==> config.mk <==
export PLATFORM = sky130hd
export DESIGN_NAME = ups_seq_ctrl
export DESIGN_NICKNAME = d
export VERILOG_FILES = /design/src/rtl/ups_seq_pkg.sv /design/src/rtl/ups_seq_trig_sync.sv /design/src/rtl/ups_seq_ctrl.sv
export SDC_FILE = /design/constraint.sdc
export NUM_CORES = 1
export LEC_CHECK = 0
export BUFFER_PORTS_ARGS = -buffer_cell sky130_fd_sc_hd__buf_2
export CAP_MARGIN = 25
export CORE_AREA = 10 10 213 215
export DETAILED_ROUTE_END_ITERATION = 10
export DIE_AREA = 0 0 223 225
export SLEW_MARGIN = 20
export SYNTH_ARGS = -nofsm -noshare
export SYNTH_HDL_FRONTEND = slang
export SYNTH_HIERARCHICAL = 1
export SYNTH_SLANG_ARGS = --single-unit
==> constraint.sdc <==
create_clock -name clk -period 7.7 [get_ports clk]
set_clock_uncertainty 0.1 [all_clocks]
set_input_delay 0.77 -clock clk [delete_from_list [all_inputs] [get_ports clk]]
set_output_delay 0.77 -clock clk [all_outputs]
set_load 0.01 [all_outputs]
==> src/rtl/ups_seq_pkg.sv <==
// Shared definitions for the UPS output sequencer: FSM states, CTRL bit
// positions, register indices and status word bit positions.
package ups_seq_pkg;

    typedef enum logic [1:0] {
        S_IDLE      = 2'd0,
        S_WAIT_TRIG = 2'd1,
        S_RUN       = 2'd2,
        S_DONE      = 2'd3
    } seq_state_t;

    // CTRL register bits
    localparam int CTRL_START = 0;
    localparam int CTRL_STOP  = 1;
    localparam int CTRL_LOOP  = 2;
    localparam int CTRL_TRIG  = 3;

    // Register indices inside the bank
    localparam int REG_CTRL  = 0;
    localparam int REG_NSTEP = 1;
    localparam int REG_LOOPS = 2;
    localparam int REG_IDLE  = 3;

    // Status word bit positions
    localparam int ST_ACTIVE   = 0;
    localparam int ST_DONE     = 1;
    localparam int ST_ABORT    = 2;
    localparam int ST_WAIT     = 3;
    localparam int ST_IDX_LSB  = 4;
    localparam int ST_PASS_LSB = 8;
    localparam int ST_ERR      = 24;

    // A zero duration still shows the pattern for one cycle
    function automatic logic [23:0] dur_clamp(input logic [23:0] d);
        return (d == 24'd0) ? 24'd1 : d;
    endfunction

endpackage

==> src/rtl/ups_seq_trig_sync.sv <==
// External trigger conditioning: two-flop synchroniser followed by a
// rising-edge detector. Only compiled when UPS_SEQ_TRIG_EN is defined.
`ifdef UPS_SEQ_TRIG_EN
module ups_seq_trig_sync (
    input  logic clk,
    input  logic rst_n,
    input  logic trig_in,
    output logic trig_rise
);

    logic sync1_reg;
    logic sync2_reg;
    logic prev_reg;

    // Synchronise the pin and keep one cycle of history for edge detection
    always_ff @(posedge clk) begin
        if (!rst_n) begin
            sync1_reg <= 1'b0;
            sync2_reg <= 1'b0;
            prev_reg  <= 1'b0;
        end else begin
            sync1_reg <= trig_in;
            sync2_reg <= sync1_reg;
            prev_reg  <= sync2_reg;
        end
    end

    assign trig_rise = sync2_reg & ~prev_reg;

endmodule
`endif

==> src/rtl/ups_seq_ctrl.sv <==
// Register-driven output sequencer. Plays a table of (pattern, duration)
// steps from the register bank on seq_out for N passes or continuously and
// reports progress through a registered status word.
// Optional external trigger support: define UPS_SEQ_TRIG_EN.
module ups_seq_ctrl
    import ups_seq_pkg::*;
#(
    parameter int DW    = 16,
    parameter int DI    = 4,
    parameter int OW    = 8,
    parameter int STEP0 = 4
) (
    input  logic                 clk,
    input  logic                 rst_n,
    input  logic [DW-1:0][31:0]  cfg_data,
    input  logic [DW-1:0]        cfg_dv,
`ifdef UPS_SEQ_TRIG_EN
    input  logic                 trig_in,
`endif
    output logic [OW-1:0]        seq_out,
    output logic                 seq_active,
    output logic                 seq_step,
    output logic                 seq_done,
    output logic [31:0]          seq_status
);

    localparam int NS = DW - STEP0;

    seq_state_t    state_reg;
    logic [DI-1:0] idx_reg;
    logic [23:0]   timer_reg;
    logic [15:0]   pass_reg;
    logic [DI-1:0] nsteps_reg;
    logic [15:0]   loops_reg;
    logic          forever_reg;
    logic          trig_mode_reg;
    logic          done_reg;
    logic          abort_reg;
    logic          err_reg;
    logic [31:0]   status_next;

    logic          trig_rise;

`ifdef UPS_SEQ_TRIG_EN
    localparam logic TRIG_EN = 1'b1;

    ups_seq_trig_sync u_trig_sync (
        .clk       (clk),
        .rst_n     (rst_n),
        .trig_in   (trig_in),
        .trig_rise (trig_rise)
    );
`else
    localparam logic TRIG_EN = 1'b0;
    assign trig_rise = 1'b0;
`endif

    // Step table is read live from the bank at each load
    logic [OW-1:0] step_pat [NS];
    logic [23:0]   step_dur [NS];

    for (genvar gi = 0; gi < NS; gi++) begin : g_step
        assign step_pat[gi] = cfg_data[STEP0+gi][OW-1:0];
        assign step_dur[gi] = dur_clamp(cfg_data[STEP0+gi][31:8]);
    end

    logic          ctrl_wr;
    logic          cmd_start;
    logic          cmd_stop;
    logic          want_trig;
    logic [OW-1:0] idle_val;
    logic [DI-1:0] cfg_nsteps;
    logic [15:0]   cfg_loops;
    logic          cfg_bad;
    logic [DI-1:0] idx_inc;
    logic          last_step;
    logic [15:0]   pass_inc;
    logic          more_passes;
    logic          unused_cfg;

    // Stop dominates start when both arrive in the same CTRL write
    assign ctrl_wr     = cfg_dv[REG_CTRL];
    assign cmd_start   = ctrl_wr & cfg_data[REG_CTRL][CTRL_START] & ~cfg_data[REG_CTRL][CTRL_STOP];
    assign cmd_stop    = ctrl_wr & cfg_data[REG_CTRL][CTRL_STOP];
    assign want_trig   = cfg_data[REG_CTRL][CTRL_TRIG] & TRIG_EN;
    assign idle_val    = cfg_data[REG_IDLE][OW-1:0];
    assign cfg_nsteps  = cfg_data[REG_NSTEP][DI-1:0];
    assign cfg_loops   = (cfg_data[REG_LOOPS][15:0] == 16'd0) ? 16'd1 : cfg_data[REG_LOOPS][15:0];
    assign cfg_bad     = (cfg_nsteps == '0) || (int'(cfg_nsteps) > NS);
    assign idx_inc     = idx_reg + DI'(1);
    assign last_step   = (idx_reg == nsteps_reg - DI'(1));
    assign pass_inc    = (pass_reg == 16'hFFFF) ? pass_reg : pass_reg + 16'd1;
    assign more_passes = forever_reg || (pass_inc < loops_reg);
    assign unused_cfg  = ^{cfg_data, cfg_dv};

    // Sequencer FSM with registered outputs
    always_ff @(posedge clk) begin
        if (!rst_n) begin
            state_reg     <= S_IDLE;
            idx_reg       <= '0;
            timer_reg     <= '0;
            pass_reg      <= '0;
            nsteps_reg    <= '0;
            loops_reg     <= '0;
            forever_reg   <= 1'b0;
            trig_mode_reg <= 1'b0;
            done_reg      <= 1'b0;
            abort_reg     <= 1'b0;
            err_reg       <= 1'b0;
            seq_out       <= '0;
            seq_active    <= 1'b0;
            seq_step      <= 1'b0;
            seq_done      <= 1'b0;
        end else begin
            seq_step <= 1'b0;
            seq_done <= 1'b0;
            case (state_reg)
                S_IDLE: begin
                    seq_out <= idle_val;
                    if (cmd_start) begin
                        if (cfg_bad) begin
                            err_reg <= 1'b1;
                        end else begin
                            nsteps_reg    <= cfg_nsteps;
                            loops_reg     <= cfg_loops;
                            forever_reg   <= cfg_data[REG_CTRL][CTRL_LOOP];
                            trig_mode_reg <= want_trig;
                            done_reg      <= 1'b0;
                            abort_reg     <= 1'b0;
                            err_reg       <= 1'b0;
                            pass_reg      <= '0;
                            idx_reg       <= '0;
                            seq_active    <= 1'b1;
                            if (want_trig) begin
                                state_reg <= S_WAIT_TRIG;
                            end else begin
                                state_reg <= S_RUN;
                                seq_out   <= step_pat[0];
                                timer_reg <= step_dur[0];
                                seq_step  <= 1'b1;
                            end
                        end
                    end
                end
                S_WAIT_TRIG: begin
                    if (cmd_stop) begin
                        state_reg  <= S_IDLE;
                        seq_out    <= idle_val;
                        seq_active <= 1'b0;
                        abort_reg  <= 1'b1;
                    end else if (trig_rise) begin
                        state_reg <= S_RUN;
                        idx_reg   <= '0;
                        seq_out   <= step_pat[0];
                        timer_reg <= step_dur[0];
                        seq_step  <= 1'b1;
                    end else begin
                        seq_out <= idle_val;
                    end
                end
                S_RUN: begin
                    if (cmd_stop) begin
                        state_reg  <= S_IDLE;
                        seq_out    <= idle_val;
                        seq_active <= 1'b0;
                        abort_reg  <= 1'b1;
                    end else if (timer_reg == 24'd1) begin
                        if (!last_step) begin
                            idx_reg   <= idx_inc;
                            seq_out   <= step_pat[idx_inc];
                            timer_reg <= step_dur[idx_inc];
                            seq_step  <= 1'b1;
                        end else begin
                            pass_reg <= pass_inc;
                            if (more_passes) begin
                                idx_reg <= '0;
                                if (trig_mode_reg) begin
                                    state_reg <= S_WAIT_TRIG;
                                    seq_out   <= idle_val;
                                end else begin
                                    seq_out   <= step_pat[0];
                                    timer_reg <= step_dur[0];
                                    seq_step  <= 1'b1;
                                end
                            end else begin
                                state_reg  <= S_DONE;
                                seq_out    <= idle_val;
                                seq_done   <= 1'b1;
                                seq_active <= 1'b0;
                                done_reg   <= 1'b1;
                            end
                        end
                    end else begin
                        timer_reg <= timer_reg - 24'd1;
                    end
                end
                S_DONE: begin
                    state_reg <= S_IDLE;
                    seq_out   <= idle_val;
                end
                default: state_reg <= S_IDLE;
            endcase
        end
    end

    // Assemble the status word from the current sequencer state
    always_comb begin
        status_next                          = '0;
        status_next[ST_ACTIVE]               = (state_reg == S_RUN) || (state_reg == S_WAIT_TRIG);
        status_next[ST_DONE]                 = done_reg;
        status_next[ST_ABORT]                = abort_reg;
        status_next[ST_WAIT]                 = (state_reg == S_WAIT_TRIG);
        status_next[ST_IDX_LSB +: DI]        = idx_reg;
        status_next[ST_PASS_LSB +: 16]       = pass_reg;
        status_next[ST_ERR]                  = err_reg;
    end

    // Register the status word for bank read-back
    always_ff @(posedge clk) begin
        if (!rst_n) begin
            seq_status <= '0;
        end else begin
            seq_status <= status_next;
        end
    end

endmodule

After elaboration in Yosys (flattened, before gate mapping)
Index checks and enable logic that the tools add are counted.
- register bits after elaboration: 113
- output and inout port bits: 43
- add/subtract/negate cells: 4
- order comparisons: 3
- eq/ne operators: 19
- muxes and demuxes: 81
- bitwise gates (word level): 10
- reduce and logical (&&, ||, !) cells: 33
- operators by type and width (kind ; number):
    2-to-1 mux 24 bit ; 20
    logical NOT 24 bit ; 12
    2-to-1 mux 16 bit ; 7
    binary-select mux 24 bit (select 4 bit) ; 1
    2-to-1 mux 8 bit ; 8
    one-hot mux 24 bit (2 select lines) ; 1
    binary-select mux 8 bit (select 4 bit) ; 1
    one-hot mux 16 bit (2 select lines) ; 1
    == test 24 x 1 -> 1 bit, second input constant ; 1
    2-to-1 mux 4 bit ; 6
    one-hot mux 8 bit (3 select lines) ; 1
    subtractor 24 x 1 -> 24 bit, second input constant ; 1
    2-to-1 mux 1 bit ; 22
    AND reduction 6 bit ; 3
    adder 16 x 1 -> 16 bit, second input constant ; 1
    == test 16 bit, second input constant ; 1
    logical NOT 16 bit ; 1
    < comparator 16 bit ; 1
    2-to-1 mux 2 bit ; 7
    AND reduction 7 bit ; 2
    inequality test 2 bit, second input constant ; 6
    inequality test 3 bit, second input constant ; 4
    one-hot mux 2 bit (4 select lines) ; 1
    one-hot mux 4 bit (2 select lines) ; 1
    25 further kinds ; 40

Depth between registers and ports, before layout
Gate-level depths: netlist (run 1).
- word-level depth: 9
- depth in mapped cells: 17

Worst setup path before layout (run 1)
No wires, ideal clock.
- kind: register -> register
- start: register pass_reg[0]
- end: register timer_reg[7]
- setup time: 0.115 ns
- data arrival time: 3.569 ns
- data required time: 7.485 ns
- path slack: 3.917 ns
- cell stages (with the launch flop): 18
- buffers on the path: 2
- clock period less this slack: 3.783 ns
- cells stage by stage: dfxtp_1 > ha_1 > nand3_1 > nor4_4 > nor4_1 > and3_1 > clkbuf_1 > nand3_1 > xnor2_1 > ha_1 > nand4_1 > nor3_1 > nand3_1 > o2111ai_2 > a41oi_4 > buf_6 > nor3b_1 > o21a_1
- word-level cells in the longest chain between the ends: 6
- elaborated cells between the ends (all ways): 7
- RTL lines (item ; line ; source):
    start: declaration ; ups_seq_ctrl.sv:32 ; logic [15:0] pass_reg;
    start signal: assignment ; ups_seq_ctrl.sv:174 ; pass_reg <= pass_inc;
    adder 16 x 1 -> 16 bit or == test 16 bit (tied branches) ; ups_seq_ctrl.sv:92 ; assign pass_inc = (pass_reg == 16'hFFFF) ? pass_reg : pass_reg + 16'd1;
    2-to-1 mux 16 bit (*) ; ups_seq_ctrl.sv:92 ;
    < comparator 16 bit (*) ; ups_seq_ctrl.sv:93 ; assign more_passes = forever_reg || (pass_inc < loops_reg);
    logical OR 1 bit (*) ; ups_seq_ctrl.sv:93 ;
    inequality test 4 bit (no line) (*) ; - ;
    AND reduction 5 bit (no line) (*) ; - ;
    end signal: assignment ; ups_seq_ctrl.sv:139 ; timer_reg <= step_dur[0];
    end signal: assignment ; ups_seq_ctrl.sv:155 ; timer_reg <= step_dur[0];
    end signal: assignment ; ups_seq_ctrl.sv:171 ; timer_reg <= step_dur[idx_inc];
    end: declaration ; ups_seq_ctrl.sv:31 ; logic [23:0] timer_reg;
Mark *: on every way between the ends. The rest lies on a longest branch, timed or not.
A chain may end at the register's enable or synchronous reset.

Final worst setup path (run 1)
- start: register pass_reg[0]
- end: register timer_reg[2]
The elaborated chain is that of the path after synthesis.

==> results by group, run 1 <==
Outcome
  • Outcome: completed

Timing
  • Setup violators final: 0
  • Fin. Hold Viols: 0
  • Crit path time final: 4.935 ns
  • Maximum clock rate: 0.2026 GHz
  • RSZ-0062 raised after global routing: false
  • Slack of the critical path: 2.765 ns
  • Final period utilization: 64.10%
  • Slew margin rel.: 34.09%
  • Slew @ Worst Pin: 0.9850 ns
  • Setup TNS: 0 ns
  • Max Slew Vio Count: 0

Synthesis
  • Mapped cell area: 0.009764 mm^2
  • Post-synthesis sequential area ratio: 21.73%
  • Unique cell type count in the Yosys netlist: 83
  • Yosys Warn Count: 6
  • Async S/R FF share, synth: 0%
  • Yosys reg bits: 106
  • Post-Synthesis Cells: 1150
  • Number of enable flip-flop cells after synthesis: 0
  • Top_reg_cell synth: dfxtp_1
  • Mapped Avg Cell Area: 8.491 um^2

Placed design
  • Pre-CTS setup slack: 2.816 ns
  • HPWL after detailed placement: 48720 um
  • GPL Wtd Cong: 1.043
  • Port Buffers: 453

Worst setup path
  • Setup crit start kind: flop
  • Worst reg2reg path depth: 16
  • R2R Path End: timer_reg[2]
  • Arr. time, crit path: 5.11 ns
  • CP max FO: 46
  • WP data required: 7.88 ns
  • FF-to-FF Start: pass_reg[0]
  • Worst Path Class, Setup: reg2reg
  • R2r setup slk: 2.76 ns
  • Critical path capture point type: flop

Power
  • Leak: 5.175 nW
  • VDD IR max: 0.0001346 V
  • Cell Pwr Density: 231.1 mW/mm^2

Die
  • Chip Width: 223 um
  • Core ar.: 0.04138 mm^2
  • Site Rows: 75
  • Die Y: 225 um
  • Initial core utilization: 23.59%
  • Die Area: 0.05018 mm^2
  • I/O pin cnt: 573

Worst hold path
  • Origin of the worst min-delay path: seq_active
  • Worst hold path endpoint: seq_active
  • Hold path depth: 2
  • Min-delay worst type: reg2reg

CTS
  • Root Buffer: clkbuf_16
  • H-tree depth: 3
  • Clk pin slew, worst setup/hold paths: 0.08 ns
  • Insertion delay to the later sink of the worst-skew pair: 0.37 ns
  • CTS tree: done
  • Postcts setup bufs: 0
  • Num Clock Sinks: 106
  • Inserted Clock Buffers: 9
  • Cts hold-fix bufs: 0
  • Post-CTS sizing: 0
  • Clk buf depth: 2

Final layout
  • Most frequent cells in the layout: 453 x buf_2, 113 x nand2_1, 105 x dfxtp_1
  • Commonest non-fill, non-tap cell in the layout: buf_2
  • Synth-to-Final Area Change: 31.95%
  • Nets: 2109
  • Max reg flops: 25
  • Share of cells above drive strength 1: 37.46%
  • Fillers: 4511

Drt
  • DR vias: 11980
  • Post-route DRC: 0
  • Routed Antenna Nets: 0
  • Routed len/inst: 27.38 um
  • DRT iter0 DRCs: 1287
  • Drt pass-1 iters: 6
  • Total Wirelength: 57770 um
  • Vias per cell: 5.676

GRT
  • GRT Overall Usage: 21.83%
  • Initial antenna violation count: 20
  • Largest net degree at the start of global routing: 66
  • Global-route wire length before repair: 83400 um
  • Vias in the first global route: 12500
  • GR Overflow Total: 0

Flow run
  • Maxcap violations: 0
-- cell usage after synthesis (7+ instances only) --
cell	n	area [um^2]
a211oi_1	8	60.06
a21oi_1	55	275.3
a221oi_1	9	78.83
a22o_1	17	148.9
a22oi_1	7	52.55
a311oi_1	8	70.07
a31oi_1	28	175.2
and2_1	25	156.4
and3_1	15	93.84
and4_1	9	78.83
buf_2	32	160.2
buf_4	8	60.06
clkbuf_1	37	138.9
dfxtp_1	106	2122
ha_1	25	312.8
inv_1	34	127.6
mux2i_1	43	430.4
mux4_2	68	1531
nand2_1	113	424.2
nand2b_1	10	62.56
nand3_1	50	250.2
nand4_1	17	106.4
nor2_1	54	202.7
nor2b_1	7	43.79
nor3_1	34	170.2
nor4_1	87	544.3
o211ai_1	29	217.7
o21ai_0	53	265.3
o22ai_1	12	75.07
xnor2_1	20	175.2
xor2_1	20	175.2
-- final cells by class --
cell class | count | area [um^2] | area share [%]
well taps | 539 | 674.4 | 5.235
clock buffers | 11 | 252.7 | 1.962
inverters | 35 | 131.4 | 1.020
multi-input cells | 930 | 7198 | 55.87
clock inverters | 5 | 61.31 | 0.4759
diodes | 12 | 30.03 | 0.2331
flip-flops and latches | 106 | 2126 | 16.50
repair buffers | 472 | 2410 | 18.70
-- logic make-up after synthesis --
group / count (synthesis) / synth area share (%)
AND/OR/NAND/NOR: 456 / 25.04
AO/OA/AOI/OAI: 289 / 20.44
buffers and inverters: 120 / 5.510
multiplexers: 112 / 20.21
flip-flops: 106 / 21.73
XOR/XNOR: 41 / 3.831
adder cells (fa/ha/maj): 25 / 3.203
other: 1 / 0.03840
-- per-layer routing --
layer / track usage (%) / up-vias / routed length (um) / share of wire (%)
met5: 0 / - / 0 / 0
met4: 7.999 / 0 / 2114 / 3.7
met3: 5.266 / 137 / 4654 / 8.1
met2: 38.13 / 711 / 28530 / 49
met1: 25.36 / 5783 / 22460 / 39
li1: - / 5346 / - / -
-- stage by stage --
| step | power, mW | hold slack [ns] | instance area (um^2) | cells | util (%) |
|---|---|---|---|---|---|
| final | 2.978 | 0.3589 | 12880 | 2110 | 31.13 |
| after global routing | 3.174 | 0.3817 | 12870 | 2104 | 31.10 |
| after CTS | 2.967 | 0.3648 | 12850 | 2098 | 31.06 |
| after detailed placement | 2.459 | 0.3462 | 12540 | 2082 | 30.30 |
| after global placement | 2.436 | 0.3493 | 12540 | 2082 | 30.30 |
| after floorplan | 1.920 | 0.3305 | 9787 | 1156 | - |
-- where the power goes --
part / total [mW] / switching [mW] / internal [mW]
clock: 0.498 / 0.226 / 0.272
combinational: 1.71 / 1.03 / 0.680
sequential: 0.772 / 0.122 / 0.650
total: 2.98 / 1.38 / 1.60
-- how the worst max path moves through the flow --
stage | start | endpoint | cells after the start
finish | pass_reg[0] | timer_reg[2] | 16
global route | pass_reg[0] | seq_active | 15
CTS | pass_reg[0] | timer_reg[2] | 16
detailed placement | pass_reg[0] | timer_reg[2] | 16
global placement | pass_reg[0] | timer_reg[2] | 16
floorplan | pass_reg[0] | timer_reg[7] | 17
-- worst max-delay path: stages, from the launching register on --
cell and delay (ns):
dfxtp_1 0.38, ha_1 0.25, nand3_1 0.18, nor4_4 0.08, nor4_1 0.62, and3_1 0.37
nand3_1 0.16, xnor2_1 0.22, ha_1 0.28, nand3_1 0.08, nand2_1 0.06, a21oi_1 0.27
o2111ai_2 0.46, a41oi_4 0.38, buf_4 0.43, nand2_1 0.24, o32ai_1 0.29
Note: power is estimated with default switching activity, not from simulation.
==> inputs of run 2 (changes only) <==
- ABC_AREA: default -> 1
- CORE_AREA: 10 10 213 215 -> 10 10 214 216
- DIE_AREA: 0 0 223 225 -> 0 0 224 226
- clock period: 7.7 -> 4.1 ns (I/O delays scaled with it)
==> run 2 against run 1 <==
Net effect:
- clock power rose by 91%
- fmax up 30%
- worst setup slack got worse by 2.4 ns
- critical path type unchanged
- largest cell class unchanged
- largest power group unchanged
==> results by group, run 2 <==
Drt
  • Post-route DRC: 0 (unchanged)
  • Drt pass-1 iters: 7 (+1)
  • DRT iter0 DRCs: 1573 (+22%)
  • Vias per cell: 5.243 (-7.6%)
  • Routed len/inst: 21.44 um (-22%)
  • DR vias: 14600 (+22%)
  • Routed Antenna Nets: 0 (unchanged)
  • Total Wirelength: 59680 um (+3.3%)

Final layout
  • Commonest non-fill, non-tap cell in the layout: buf_2
  • Nets: 2790 (+32%)
  • Fin util: 33.41% (+2.3 points)
  • Max reg flops: 25 (unchanged)
  • Most frequent cells in the layout: 453 x buf_2, 439 x nand2_1, 188 x inv_1
  • Share of cells above drive strength 1: 26.79% (-11 points)
  • Reg area: 0.002126 mm^2 (unchanged)
  • Area of the multi-input gates: 0.007456 mm^2 (+3.6%)
  • Fillers: 4767 (+5.7%)
  • Synth-to-Final Area Change: 29.36%

Worst hold path
  • Min-delay worst type: in2reg
  • Origin of the worst min-delay path: cfg_data[68]
  • Hold path depth: 3 (+1)
  • Worst hold path endpoint: loops_reg[4]

Outcome
  • Outcome: completed

CTS
  • Cts hold-fix bufs: 0 (unchanged)
  • H-tree depth: 3 (unchanged)
  • Root Buffer: clkbuf_16
  • Inserted Clock Buffers: 9 (unchanged)
  • CTS tree: done
  • Num Clock Sinks: 106 (unchanged)
  • Clk buf depth: 2 (unchanged)
  • Insertion delay to the later sink of the worst-skew pair: 0.37 ns (about the same)
  • Clk pin slew, worst setup/hold paths: 0.09 ns (about the same)

Die
  • Initial core utilization: 25.83% (+2.2 points)
  • Site Rows: 75 (unchanged)
  • I/O pin cnt: 573 (unchanged)
  • Core ar.: 0.04157 mm^2 (+0.45%)
  • Chip Width: 224 um (+0.45%)
  • Die Area: 0.05062 mm^2 (+0.89%)
  • Die Y: 226 um (+0.44%)

Placed design
  • Port Buffers: 453 (unchanged)
  • Pre-CTS setup slack: 0.1544 ns (-2.661 ns)
  • HPWL after detailed placement: 49030 um (+0.64%)
  • GPL Wtd Cong: 0.9771 (-6.3%)

Synthesis
  • Count leader, synth: nand2_1
  • Mapped cell area: 0.01074 mm^2 (+10%)
  • Ranking of synthesized cells by area: dfxtp_1 20%, nand2_1 15%, o21ai_0 8.3%, nor2_1 6.6%, inv_1 6.6%
  • Post-Synthesis Cells: 1844 (+60%)
  • Synth area leader: dfxtp_1
  • Number of enable flip-flop cells after synthesis: 0 (unchanged)
  • Top-area cell type share of the netlist area: 19.76% (-2.0 points)
  • Yosys Warn Count: 6 (unchanged)
  • Async S/R FF share, synth: 0% (unchanged)
  • Post-synthesis sequential area ratio: 19.76% (-2.0 points)
  • Yosys reg bits: 106 (unchanged)
  • Unique cell type count in the Yosys netlist: 63 (-24%)
  • Top_reg_cell synth: dfxtp_1
  • Top cells by count, synth: 439 x nand2_1, 190 x nor2_1, 188 x inv_1
  • Mapped Avg Cell Area: 5.823 um^2 (-31%)

Power
  • Combinational share of power: 63.9% (+6.6 points)
  • P_int: 3.069 mW (+92%)
  • Cell Pwr Density: 467.7 mW/mm^2 (+100%)
  • Switching Share: 52.76% (+6.6 points)
  • VDD IR max: 0.0003214 V (+140%)
  • Clock share of power: 14.6% (-2.1 points)
  • Reg power frac: 21.5% (-4.4 points)
  • Leak: 6.673 nW (+29%)
  • P_sw: 3.428 mW (+150%)

Worst setup path
  • WP data required: 4.30 ns (-3.58 ns)
  • R2r setup slk: 0.32 ns (-2.45 ns)
  • Worst reg2reg path depth: 26 (+10)
  • Critical path capture point type: flop
  • Slowest cell on crit path: dfxtp_1
  • R2R Path End: timer_reg[3]
  • Most used cell, CP: nor2_2
  • Arr. time, crit path: 3.98 ns (-1.13 ns)
  • Biggest cell delay along the critical path: 0.34 ns (-0.28 ns)
  • Worst path bufs/invs: 3 (+2)
  • Setup crit start kind: flop
  • Worst Path Class, Setup: reg2reg
  • CP max FO: 7 (-85%)
  • Critical path's top delay family: simple AND/OR/NAND/NOR gates
  • FF-to-FF Start: pass_reg[1]

Timing
  • RSZ-0062 raised after global routing: true
  • Maximum clock rate: 0.2643 GHz (+30%)
  • Slew margin rel.: 33.04% (-1.0 points)
  • Crit path time final: 3.784 ns (-1.151 ns)
  • Setup violators final: 0 (unchanged)
  • Fin. Hold Viols: 0 (unchanged)
  • Slack of the critical path: 0.3160 ns (-2.449 ns)
  • Max Slew Vio Count: 0 (unchanged)
  • Final period utilization: 92.29% (+28 points)
  • Slew @ Worst Pin: 0.9952 ns (+0.01013 ns)

GRT
  • Met3 GRT Util: 5.539% (+0.27 points)
  • Global-route wire length before repair: 88160 um (+5.7%)
  • GRT Overall Usage: 22.47% (+0.64 points)
  • GR Overflow Total: 0 (unchanged)
  • M1 GR Usage: 27.20% (+1.8 points)
  • Largest net degree at the start of global routing: 134 (+100%)
  • Vias in the first global route: 14510 (+16%)
  • Met2 GRT Util: 37.94% (-0.20 points)
  • Initial antenna violation count: 12 (-40%)
  • Top Usage Layer GRT: met2

Flow run
  • Maxcap violations: 0 (unchanged)
==> run 2: cells by family (layout without fill, tap and decap cells) <==
logic type	count (synthesis)	in the layout	share of synthesized area, %
XOR/XNOR	32	32	2.680
buffers and inverters	308	698	11.71
adder cells (fa/ha/maj)	25	25	2.913
flip-flops	106	106	19.76
AO/OA/AOI/OAI	450	450	24.54
other	1	12	0.03492
AND/OR/NAND/NOR	920	920	38.16
multiplexers	2	2	0.1981
==> run 2: timing repair <==
item,in CTS,in global routing
hold endpoints to repair,0,0
gates resized for setup,0,15
setup endpoints to repair,0,40
setup buffers,0,1
==> run 2: power by group through the flow <==
| stage | sequential [mW] | clock, mW | combinational [mW] |
|---|---|---|---|
| after global placement | 1.41 | 0 | 4.03 |
| after floorplan | 1.34 | 0 | 2.89 |
| final | 1.39 | 0.950 | 4.15 |
| after CTS | 1.39 | 0.975 | 4.07 |
| after detailed placement | 1.41 | 0 | 4.06 |
| after global routing | 1.42 | 1.00 | 4.58 |
==> run 2: metal layers <==
metal | up-vias | part of all wire [%]
li1 | 6998 | -
met1 | 6733 | 41
met2 | 750 | 47
met3 | 105 | 9.3
met4 | 10 | 3.4
met5 | - | 0.092
==> run 2: metrics by stage <==
stage	setup TNS, ns	std cells	power, mW	hold WS, ns	cell area, um^2
detailed placement	0	2762	5.467	0.3191	13490
floorplan	0	1850	4.230	0.3071	10760
global route	-0.01235	2781	6.998	0.2104	13880
global placement	0	2762	5.438	0.3155	13490
CTS	0	2778	6.439	0.1910	13800
finish	0	2784	6.497	0.1939	13890
==> run 2: how the worst max path moves through the flow <==
stage                 from            end  slack (ns)  depth (start not counted)
2_1_floorplan  pass_reg[0]  timer_reg[11]        0.52                         26
3_3_place_gp   pass_reg[1]  timer_reg[17]        0.16                         27
3_5_place_dp   pass_reg[1]  timer_reg[20]        0.15                         26
4_1_cts        pass_reg[1]  timer_reg[20]        0.14                         26
5_1_grt        pass_reg[1]  timer_reg[20]       -0.01                         26
6_report       pass_reg[1]   timer_reg[3]        0.32                         26
==> run 2: final cells by class <==
type                            instances  area share, %
Antenna cell                            5        0.09007
Clock inverter                          7         0.6125
Multi-Input combinational cell       1436          53.68
Timing Repair Buffer                  484          18.38
Sequential cell                       106          15.30
Tap cell                              539          4.855
Inverter                              198          5.458
Clock buffer                            9          1.621
==> run 2: worst min-delay path: stages <==
cell and delay [ns]:
buf_2 0.09, nand3_1 0.06, o21ai_0 0.06
==> inputs of run 3 (changes only) <==
- CELL_PAD_IN_SITES_DETAIL_PLACEMENT: default -> 0
- CELL_PAD_IN_SITES_GLOBAL_PLACEMENT: default -> 1
- CORE_AREA: 10 10 214 216 -> default
- CORE_ASPECT_RATIO: default -> 0.5
- CORE_MARGIN: default -> 10
- CORE_UTILIZATION: default -> 27
- DIE_AREA: 0 0 224 226 -> default
- PLACE_DENSITY_LB_ADDON: default -> 0.1
==> run 3 against run 2 <==
Net effect:
- power rose by 1.7%
- routed wire length grew 0.92%
- sequential power is essentially flat
==> results by group, run 3 (synthesis results as in run 2) <==
Outcome
  • Outcome: completed

Worst setup path
  • Arr. time, crit path: 4.00 ns (+0.02 ns)
  • R2R Path End: timer_reg[20]
  • R2r setup slk: 0.31 ns (about the same)
  • WP data required: 4.31 ns (about the same)
  • Critical path capture point type: flop
  • Worst reg2reg path depth: 25 (-3.8%)
  • CP Launch Point: pass_reg[0]
  • Setup crit start kind: flop
  • Worst Path Class, Setup: reg2reg
  • CP max FO: 7 (unchanged)
  • FF-to-FF Start: pass_reg[0]

Final layout
  • Commonest non-fill, non-tap cell in the layout: buf_2
  • Most frequent cells in the layout: 453 x buf_2, 439 x nand2_1, 189 x nor2_1
  • Fin util: 35.40% (+2.0 points)
  • Max reg flops: 25 (unchanged)
  • Share of cells above drive strength 1: 26.46% (-0.32 points)
  • Synth-to-Final Area Change: 28.76%
  • Nets: 2791 (+0.036%)
  • Non-Filler Instances: 2779 (-0.18%)

CTS
  • Insertion delay to the later sink of the worst-skew pair: 0.37 ns (about the same)
  • Postcts setup bufs: 0 (unchanged)
  • Inserted Clock Buffers: 9 (unchanged)
  • Clk buf depth: 2 (unchanged)
  • Clk pin slew, worst setup/hold paths: 0.08 ns (about the same)
  • Root Buffer: clkbuf_16
  • H-tree depth: 3 (unchanged)
  • CTS tree: done
  • Num Clock Sinks: 106 (unchanged)

Drt
  • Total Wirelength: 60230 um (+0.92%)
  • DRT iter0 DRCs: 996 (-37%)
  • Routed Antenna Nets: 0 (unchanged)
  • Drt pass-1 iters: 5 (-2)
  • Post-route DRC: 0 (unchanged)
  • DR vias: 13890 (-4.8%)
  • Routed len/inst: 21.67 um (+1.1%)
  • Vias per cell: 4.999 (-4.7%)

Flow run
  • Maxcap violations: 0 (unchanged)

Power
  • VDD IR max: 0.0002232 V (-31%)
  • Leak: 6.671 nW (about the same)
  • Cell Pwr Density: 478.1 mW/mm^2 (+2.2%)
  • Combinational share of power: 64.4% (+0.5 points)
  • P_int: 3.068 mW (about the same)
  • Reg power frac: 20.9% (-0.6 points)
  • P_sw: 3.541 mW (+3.3%)
  • Switching Share: 53.58% (+0.82 points)
  • Clock share of power: 14.6% (about the same)

GRT
  • GR Overflow Total: 0 (unchanged)
  • Global-route wire length before repair: 87760 um (-0.45%)
  • GRT Overall Usage: 23.56% (+1.1 points)
  • Vias in the first global route: 13860 (-4.5%)
  • Initial antenna violation count: 10 (-2)
  • Largest net degree at the start of global routing: 113 (-16%)

Timing
  • Final period utilization: 92.34% (about the same)
  • RSZ-0062 raised after global routing: true
  • Setup TNS: 0 ns (unchanged)
  • Hold slack: 0.1831 ns (-0.01081 ns)
  • Slew @ Worst Pin: 0.9262 ns (-0.06898 ns)
  • Setup violators final: 0 (unchanged)
  • Fin. Hold Viols: 0 (unchanged)
  • Maximum clock rate: 0.2641 GHz (about the same)
  • Slack of the critical path: 0.3141 ns (-0.001929 ns)
  • Crit path time final: 3.786 ns (+0.001929 ns)
  • Max Slew Vio Count: 0 (unchanged)
  • Slew margin rel.: 37.68% (+4.6 points)

Die
  • Initial core utilization: 27.50% (+1.7 points)
  • Core ar.: 0.03905 mm^2 (-6.1%)
  • Die Area: 0.04863 mm^2 (-3.9%)
  • Chip Width: 302.0 um (+35%)
  • Site Rows: 51 (-32%)
  • Die Y: 161.0 um (-29%)
  • I/O pin cnt: 573 (unchanged)

Placed design
  • GPL Wtd Cong: 0.9229 (-5.5%)
  • Port Buffers: 453 (unchanged)
  • Pre-CTS setup slack: 0.1809 ns (+0.02654 ns)
  • HPWL after detailed placement: 49970 um (+1.9%)
  • Placed Instances: 2755 (-0.25%)

Worst hold path
  • Min-delay worst type: in2reg
  • Worst hold path endpoint: loops_reg[5]
  • Origin of the worst min-delay path: cfg_data[69]
  • Hold path depth: 3 (unchanged)
-- run 3: cell count changes in the layout (fill, tap and decap cells not counted), moves of 2 or more --
| cell | before | now |
|---|---|---|
| inv_6 | 0 | 2 |
| nand3_1 | 122 | 124 |
| nand3_2 | 3 | 1 |
| nor2_1 | 185 | 189 |
| buf_4 | 26 | 30 |
| nor2_2 | 24 | 21 |
| buf_12 | 4 | 2 |
| diode_2 | 5 | 8 |
| clkinvlp_4 | 2 | 0 |
-- run 3: worst max path at each step --
stage | depth (start not counted) | slack [ns] | to
after CTS | 27 | 0.17 | timer_reg[2]
final | 25 | 0.31 | timer_reg[20]
after detailed placement | 27 | 0.18 | timer_reg[9]
after floorplan | 26 | 0.52 | timer_reg[11]
after global routing | 27 | -0.005 | timer_reg[12]
after global placement | 27 | 0.21 | timer_reg[17]
-- run 3: area by class of cell --
class	count	area (um^2)
multi-input combinational	1436	7406
tap	530	663.1
sequential	106	2126
clock inverter	7	95.09
antenna	8	20.02
clock buffer	9	225.2
inverter	198	758.2
timing repair buffer	485	2532
fill	4576	25230
-- run 3: critical path, cell delays in order, from the launching register on --
cell and delay [ns]:
dfxtp_1 0.36, ha_1 0.24, nand2_1 0.07, nor2_1 0.04, nand2_1 0.08, nor2_1 0.09
nor3_2 0.14, inv_1 0.09, nor2_2 0.11, nand3_1 0.12, nor2_1 0.14, nand3_1 0.12
nor2_1 0.14, xor2_1 0.20, inv_1 0.06, ha_1 0.31, nand4_1 0.15, o221a_2 0.30
nand2_4 0.11, nand2_8 0.06, nor2_8 0.12, nand2_4 0.08, nand2_8 0.09, buf_4 0.17
o21ai_0 0.09, a21oi_1 0.12
-- run 3: metrics by stage --
step | cell area (um^2) | power [mW]
after CTS | 13790 | 6.593
after detailed placement | 13470 | 5.596
after global routing | 13820 | 7.139
after global placement | 13470 | 5.615
final | 13830 | 6.609
after floorplan | 10760 | 4.230
-- run 3: layer usage --
| layer | vias up | GRT usage [%] | wire [um] |
|---|---|---|---|
| met2 | 396 | 41.15 | 29440 |
| met1 | 6446 | 30.01 | 26280 |
| li1 | 7002 | - | - |
| met4 | 6 | 4.146 | 725 |
| met5 | - | 0 | 46 |
| met3 | 42 | 4.404 | 3742 |
-- run 3: power by group through the flow --
| stage | clock network [mW] | registers (mW) | logic, mW |
|---|---|---|---|
| finish | 0.968 | 1.38 | 4.26 |
| global route | 1.04 | 1.41 | 4.70 |
| CTS | 0.999 | 1.38 | 4.21 |
| detailed placement | 0 | 1.40 | 4.19 |
| global placement | 0 | 1.41 | 4.21 |
| floorplan | 0 | 1.34 | 2.89 |
-- run 3: repair_timing --
item	4_1_cts	5_1_grt
hold buffers	0	0
setup endpoints to repair	0	36
hold endpoints to repair	0	0
resized for setup	0	5
